[src/rtl/edge_detect_bank.sv]
`default_nettype none
// ============================================================================
//  Module   : edge_detect_bank
//  Purpose  : Multi-channel edge detector. Each channel synchronises an
//             asynchronous input, debounces it and flags rising and/or
//             falling edges. Edges give one-cycle pulses and sticky flags
//             that software can clear. The flags are ORed into one interrupt.
//  Revision : 1.0 - initial release
// ============================================================================
module edge_detect_bank #(
    parameter int WIDTH       = 8,
    parameter int SYNC_STAGES = 2,
    parameter int FILT_LEN    = 4
) (
    input  logic             clock,
    input  logic             rst_n,
    input  logic [WIDTH-1:0] din,
    input  logic [WIDTH-1:0] mode_rise,
    input  logic [WIDTH-1:0] mode_fall,
    input  logic [WIDTH-1:0] clr,
    output logic [WIDTH-1:0] level,
    output logic [WIDTH-1:0] pulse,
    output logic [WIDTH-1:0] sticky,
    output logic             irq
);

    // The counter has to hold values 0..FILT_LEN-1. The toggle happens when
    // the next increment would reach FILT_LEN.
    localparam int                 c_cnt_w     = $clog2(FILT_LEN + 1);
    localparam logic [c_cnt_w-1:0] c_filt_last = c_cnt_w'(FILT_LEN - 1);
    localparam logic [c_cnt_w-1:0] c_cnt_one   = c_cnt_w'(1);

    genvar i;
    generate
        for (i = 0; i < WIDTH; i++) begin : g_chan
            logic [SYNC_STAGES-1:0] r_sync;
            logic [c_cnt_w-1:0]     r_cnt;
            logic                   r_level;
            logic                   r_pulse;
            logic                   r_sticky;
            logic                   w_s;
            logic                   w_toggle;
            logic                   w_event;

            assign w_s      = r_sync[SYNC_STAGES-1];
            // The filtered level flips on this edge. Before the flip, r_level
            // still gives the edge direction.
            assign w_toggle = (w_s != r_level) && (r_cnt == c_filt_last);
            assign w_event  = w_toggle &&
                              ((!r_level && mode_rise[i]) || (r_level && mode_fall[i]));

            // Synchroniser shift register for the raw asynchronous input.
            always_ff @(posedge clock or negedge rst_n) begin
                if (!rst_n) begin
                    r_sync <= '0;
                end else begin
                    r_sync <= {r_sync[SYNC_STAGES-2:0], din[i]};
                end
            end

            // Debounce filter. Counts cycles where the input disagrees with
            // the level, and flips the level after FILT_LEN of them in a row.
            always_ff @(posedge clock or negedge rst_n) begin
                if (!rst_n) begin
                    r_cnt   <= '0;
                    r_level <= 1'b0;
                end else if (w_s == r_level) begin
                    r_cnt   <= '0;
                end else if (w_toggle) begin
                    r_cnt   <= '0;
                    r_level <= ~r_level;
                end else begin
                    r_cnt   <= r_cnt + c_cnt_one;
                end
            end

            // Pulse and sticky flag. A set in the same cycle as a clear wins
            // over the clear.
            always_ff @(posedge clock or negedge rst_n) begin
                if (!rst_n) begin
                    r_pulse  <= 1'b0;
                    r_sticky <= 1'b0;
                end else begin
                    r_pulse  <= w_event;
                    r_sticky <= (r_sticky & ~clr[i]) | w_event;
                end
            end

            assign level[i]  = r_level;
            assign pulse[i]  = r_pulse;
            assign sticky[i] = r_sticky;
        end
    endgenerate

    assign irq = |sticky;

endmodule
`default_nettype wire

[config.mk]
export PLATFORM = sky130hd
export DESIGN_NAME = edge_detect_bank
export DESIGN_NICKNAME = d
export VERILOG_FILES = /design/src/rtl/edge_detect_bank.sv
export SDC_FILE = /design/constraint.sdc
export NUM_CORES = 1
export LEC_CHECK = 0
export ABC_AREA = 0
export CORE_MARGIN = 5
export CORE_UTILIZATION = 47
export CTS_BUF_LIST = sky130_fd_sc_hd__clkbuf_8
export DETAILED_ROUTE_END_ITERATION = 10
export PLACE_DENSITY_LB_ADDON = 0.08
export SLEW_MARGIN = 15
export SYNTH_ARGS = -nofsm -noshare
export SYNTH_HDL_FRONTEND = slang
export SYNTH_SLANG_ARGS = --single-unit
export TNS_END_PERCENT = 20
[constraint.sdc]
create_clock -name clock -period 1.16 [get_ports clock]
set_clock_uncertainty 0.1 [all_clocks]
set_input_delay 0.232 -clock clock [delete_from_list [all_inputs] [get_ports clock]]
set_output_delay 0.232 -clock clock [all_outputs]
set_load 0.03 [all_outputs]
After elaboration in Yosys (flattened, before gate mapping)

Index checks and enable logic that the tools add are counted.

Register bits after elaboration: 64
Bits of input ports: 34
Output and inout port bits: 25

Add/subtract/negate cells: 8
Reduce and logical (&&, ||, !) cells: 57
Multiplexer cells: 16
Bitwise logic cells: 40
Equality and inequality tests: 24

Operator list:

| cell                                                             | count |
|---|---|
| 3-bit 2-to-1 mux                                                 | 16 |
| 1-bit logical AND                                                | 32 |
| 3-bit by 1-bit adder with 3-bit output (second input constant)   | 8 |
| 3-bit by 2-bit == test with 1-bit output (second input constant) | 8 |
| 1-bit NOT                                                        | 24 |
| 2-bit AND reduction                                              | 8 |
| 1-bit bitwise AND                                                | 8 |
| 1-bit == test                                                    | 8 |
| 1-bit zero test                                                  | 8 |
| 1-bit logical OR                                                 | 8 |
| 1-bit inequality test                                            | 8 |
| 1-bit OR                                                         | 8 |
| 8-bit OR reduction                                               | 1 |

Longest topological paths before layout

Depth in word-level cells: 5
Depth in mapped cells: 4
Gate-level depth less buffers: 4

Worst setup path after synthesis

No wires, ideal clock.

Path kind: register to register
From: register g_chan[4].r_cnt[0]
To: register g_chan[4].r_level
Data required time: 0.932 ns
Library setup time: 0.128 ns
Slack: -0.077 ns
Data arrival time: 1.009 ns
Cell stages (with the launch flop): 4
Clock period less this slack: 1.237 ns
Cell sequence: dfrtp_1 > ha_1 > nor2b_4 > mux2_1

Longest elaborated chain between the ends: 3

RTL lines:

| element                                  | RTL line | text |
|---|---|---|
| from (decl)                              | 37       | `logic [c_cnt_w-1:0] r_cnt;` |
| from (signal assigned)                   | 73       | `r_cnt <= r_cnt + c_cnt_one;` |
| 3-bit by 2-bit == test with 1-bit output | 48       | `assign w_toggle = (w_s != r_level) && (r_cnt == c_filt_last);` |
| 1-bit logical AND                        | 48       |  |
| 2-bit AND reduction (no source line)     | n/a      |  |
| to (signal assigned)                     | 71       | `r_level <= ~r_level;` |
| to (decl)                                | 38       | `logic r_level;` |

Every way passes these cells.
A chain may end at the register's enable or synchronous reset.

Final worst setup path

From: register g_chan[3].r_sticky
To: output port irq

Longest elaborated chain between the ends: 1

RTL lines:

| element                | RTL line | text |
|---|---|---|
| from (decl)            | 40       | `logic r_sticky;` |
| from (signal assigned) | 85       | `r_sticky <= (r_sticky & ~clr[i]) \| w_event;` |
| 8-bit OR reduction     | 95       | `assign irq = \|sticky;` |
| to (decl)              | 24       | `output logic irq` |

Every way passes these cells.

==> results.toml <==
[placed_design]
place_congestion = 0.7465
port_buffers = 58
dp_hpwl_um = 3644
place_inst = 326

[yosys]
synth_top_cell_area_share = 0.6081
ys_ff_latch = 64
ys_warn_count = 0
yosysTopAreaCell = "dfrtp_1"
avgSynthCellArea_um2 = 13.51
syn_nets = 237
synth-seq-area-share = 0.6081
synthTopCellsByArea = "dfrtp_1 (61%), buf_4 (6.8%), ha_1 (3.8%)"
netlist_area_mm2 = 0.002634
synth_cell_type_count = 21
postSynthCellCount = 195

[pwr]
max-vdd-ir-drop_mv = 1.298
powerDensity_mw_per_mm2 = 2068
p_leak_nw = 1.786

[routing]
routed_wirelength_um = 5020
firstDrtPassIters = 4
ant_nets = 0
drt-vias-per-instance = 4.660
drtIter0Drc = 50
drc = 0
via_count = 1617
post_drt_wl_per_cell_um = 14.47

[clock_network]
cts-root-buf = "clkbuf_8"
htree_levels = 3
cts.sinks = 64
tritoncts = "done"
clk_pin_slew_ps = 60
cts_made_buffers = 9
clk_path_buf_depth = 2
clock_latency_ps = 330

[sta]
finalSetupViolCount = 35
hold_ws_ps = 238.7
finalCriticalPeriod_ps = 1633
tightest_slew_ps = 387.7
rsz0062_at_grt = "true"
hold_viol = 0
slew_violations = 0
worst_slew_margin_rel = 0.7397
setup_ws_ps = -473.0
max_freq_mhz = 612.4
fin_crit_sh = 1.408

[floorplan]
coreArea_mm2 = 0.005473
row_count = 27
die_y_um = 84.86
start_util = 0.4813
die_area_mm2 = 0.007201
die_w_um = 84.86
io_pins = 59

[cells_and_area]
diodes = 0
nNetsFinal = 313
drive_gt1_frac = 0.4436
area_growth_pct = 44.04
layoutNonFillerInstCount = 347

[critical_path]
critPathBufInv = 1
cp.arrival_ps = 1300
crit_family = "simple AND/OR/NAND/NOR gates"
crit_type = "reg2out"
end_kind = "output pin"
cpMaxStageDelayCell = "dfrtp_1"
cp_data_required_time_ps = 830
cp_max_fo = 2
rr_worst_depth = 3
critPathMaxStageDelay_ps = 400
worst-path-stages = 3
start_kind = "register"
path_cells = "nor4_2 -> nand2_1 -> buf_6"

[grt]
grt_start_max_net_pins = 28
grt_remaining_overflow = 0
grt_pass1_vias = 1833
antenna_found_initial = 0
grt_pass1_wl_um = 8500
grtUsageTotal = 0.1516

[status]
status = "finished, violations left"
violations = "negative setup slack"

[hold_path]
hold_class = "in2reg"
whs_path_depth = 1

[job]
drv_cap = 0
-- cell usage after synthesis, drive strengths merged --
cell type,n
a21oi,1
nor4,2
ha,8
inv,9
nor3b,13
xnor2,8
nand2,8
buf,24
a21o,1
nor2b,10
a22o,7
nand2b,1
dfrtp,64
mux2,8
nor3,8
nand3b,9
o21ai,7
and2,7
-- registers in the layout, indices dropped and copies added, names as in the netlist --
name	flops
g_chan.r_cnt	24
g_chan.r_level	8
g_chan.r_pulse	8
g_chan.r_sticky	8
g_chan.r_sync	16
-- worst paths after layout --
path,start,endpoint,slack (ps)
worst max-delay path,g_chan[3].r_sticky$_DFF_PN0_,irq,-470
worst min-delay path,din[5],g_chan[5].r_sync[0]$_DFF_PN0_,240
worst max register to register,g_chan[2].r_cnt[0]$_DFF_PN0_,g_chan[2].r_level$_DFFE_PN0P_,-120
worst min register to register,g_chan[3].r_sync[0]$_DFF_PN0_,g_chan[3].r_sync[1]$_DFF_PN0_,250
max in group asynchronous,rst_n,g_chan[1].r_level$_DFFE_PN0P_,220
min in group asynchronous,rst_n,g_chan[6].r_sticky$_DFF_PN0_,260
-- repair_timing --
action	4_1_cts	5_1_grt
pin swaps	11	4
hold endpoints to repair	11	0
setup buffers	5	7
hold buffers	1	0
setup endpoints to repair	44	50
gates resized for setup	59	17
cloned	0	0
-- per-stage QoR --
step / util / cell area [µm²] / power (mW) / setup WS [ps] / setup TNS (ps)
5_1_grt: 0.6932 / 3794 / 8.319 / -583.8 / -5180
4_1_cts: 0.6781 / 3711 / 7.765 / -489.7 / -3685
6_report: 0.6932 / 3794 / 7.845 / -473.0 / -3242
3_5_place_dp: 0.6006 / 3287 / 5.408 / -611.8 / -2716
2_1_floorplan: - / 2649 / 4.657 / -55.73 / -419.3
3_3_place_gp: 0.6006 / 3287 / 5.256 / -603.5 / -1841
-- cell type report --
type / count / area [µm²]
Multi-Input combinational cell: 98 / 948.4
Clock inverter: 3 / 40.04
Fill cell: 407 / 1679
Sequential cell: 64 / 1612
Inverter: 9 / 33.78
Tap cell: 72 / 90.09
Timing Repair Buffer: 89 / 904.6
Clock buffer: 12 / 165.2
-- cell families (layout without fill, tap and decap cells) --
group	after synthesis	after routing	share of synthesized area
multiplexers	8	8	0.03421
adder cells (fa/ha/maj)	8	8	0.03801
AND/OR/NAND/NOR	58	58	0.1691
flip-flops	64	64	0.6081
buffers and inverters	33	113	0.08123
AO/OA/AOI/OAI	16	16	0.04276
XOR/XNOR	8	8	0.02660
-- power by group --
| group | switching, mW | internal, mW | leakage [nW] | total, mW |
|---|---|---|---|---|
| clock network | 0.760 | 1.15 | 0.108 | 1.91 |
| registers | 0.426 | 2.70 | 0.814 | 3.13 |
| logic | 1.25 | 1.56 | 0.864 | 2.81 |
-- per-layer routing --
layer	vias to the layer above	part of all wire	track usage
li1	786	-	-
met1	781	0.39	0.1684
met2	45	0.54	0.2705
met3	5	0.055	0.06117
met4	0	0.0098	0.03885
met5	-	0	0
-- cell usage in the layout (no fill, tap or decap), drive strengths merged, types with 2 or more instances in the layout --
master	count
a22o	7
xnor2	8
nor3	8
clkbuf	12
o21ai	7
clkinv	2
nor4	2
nand3b	9
inv	9
nor3b	13
ha	8
and2	7
nor2b	10
buf	56
clkdlybuf4s50	32
mux2	8
dfrtp	64
nand2	8
Power figures use the tool's default switching activity.
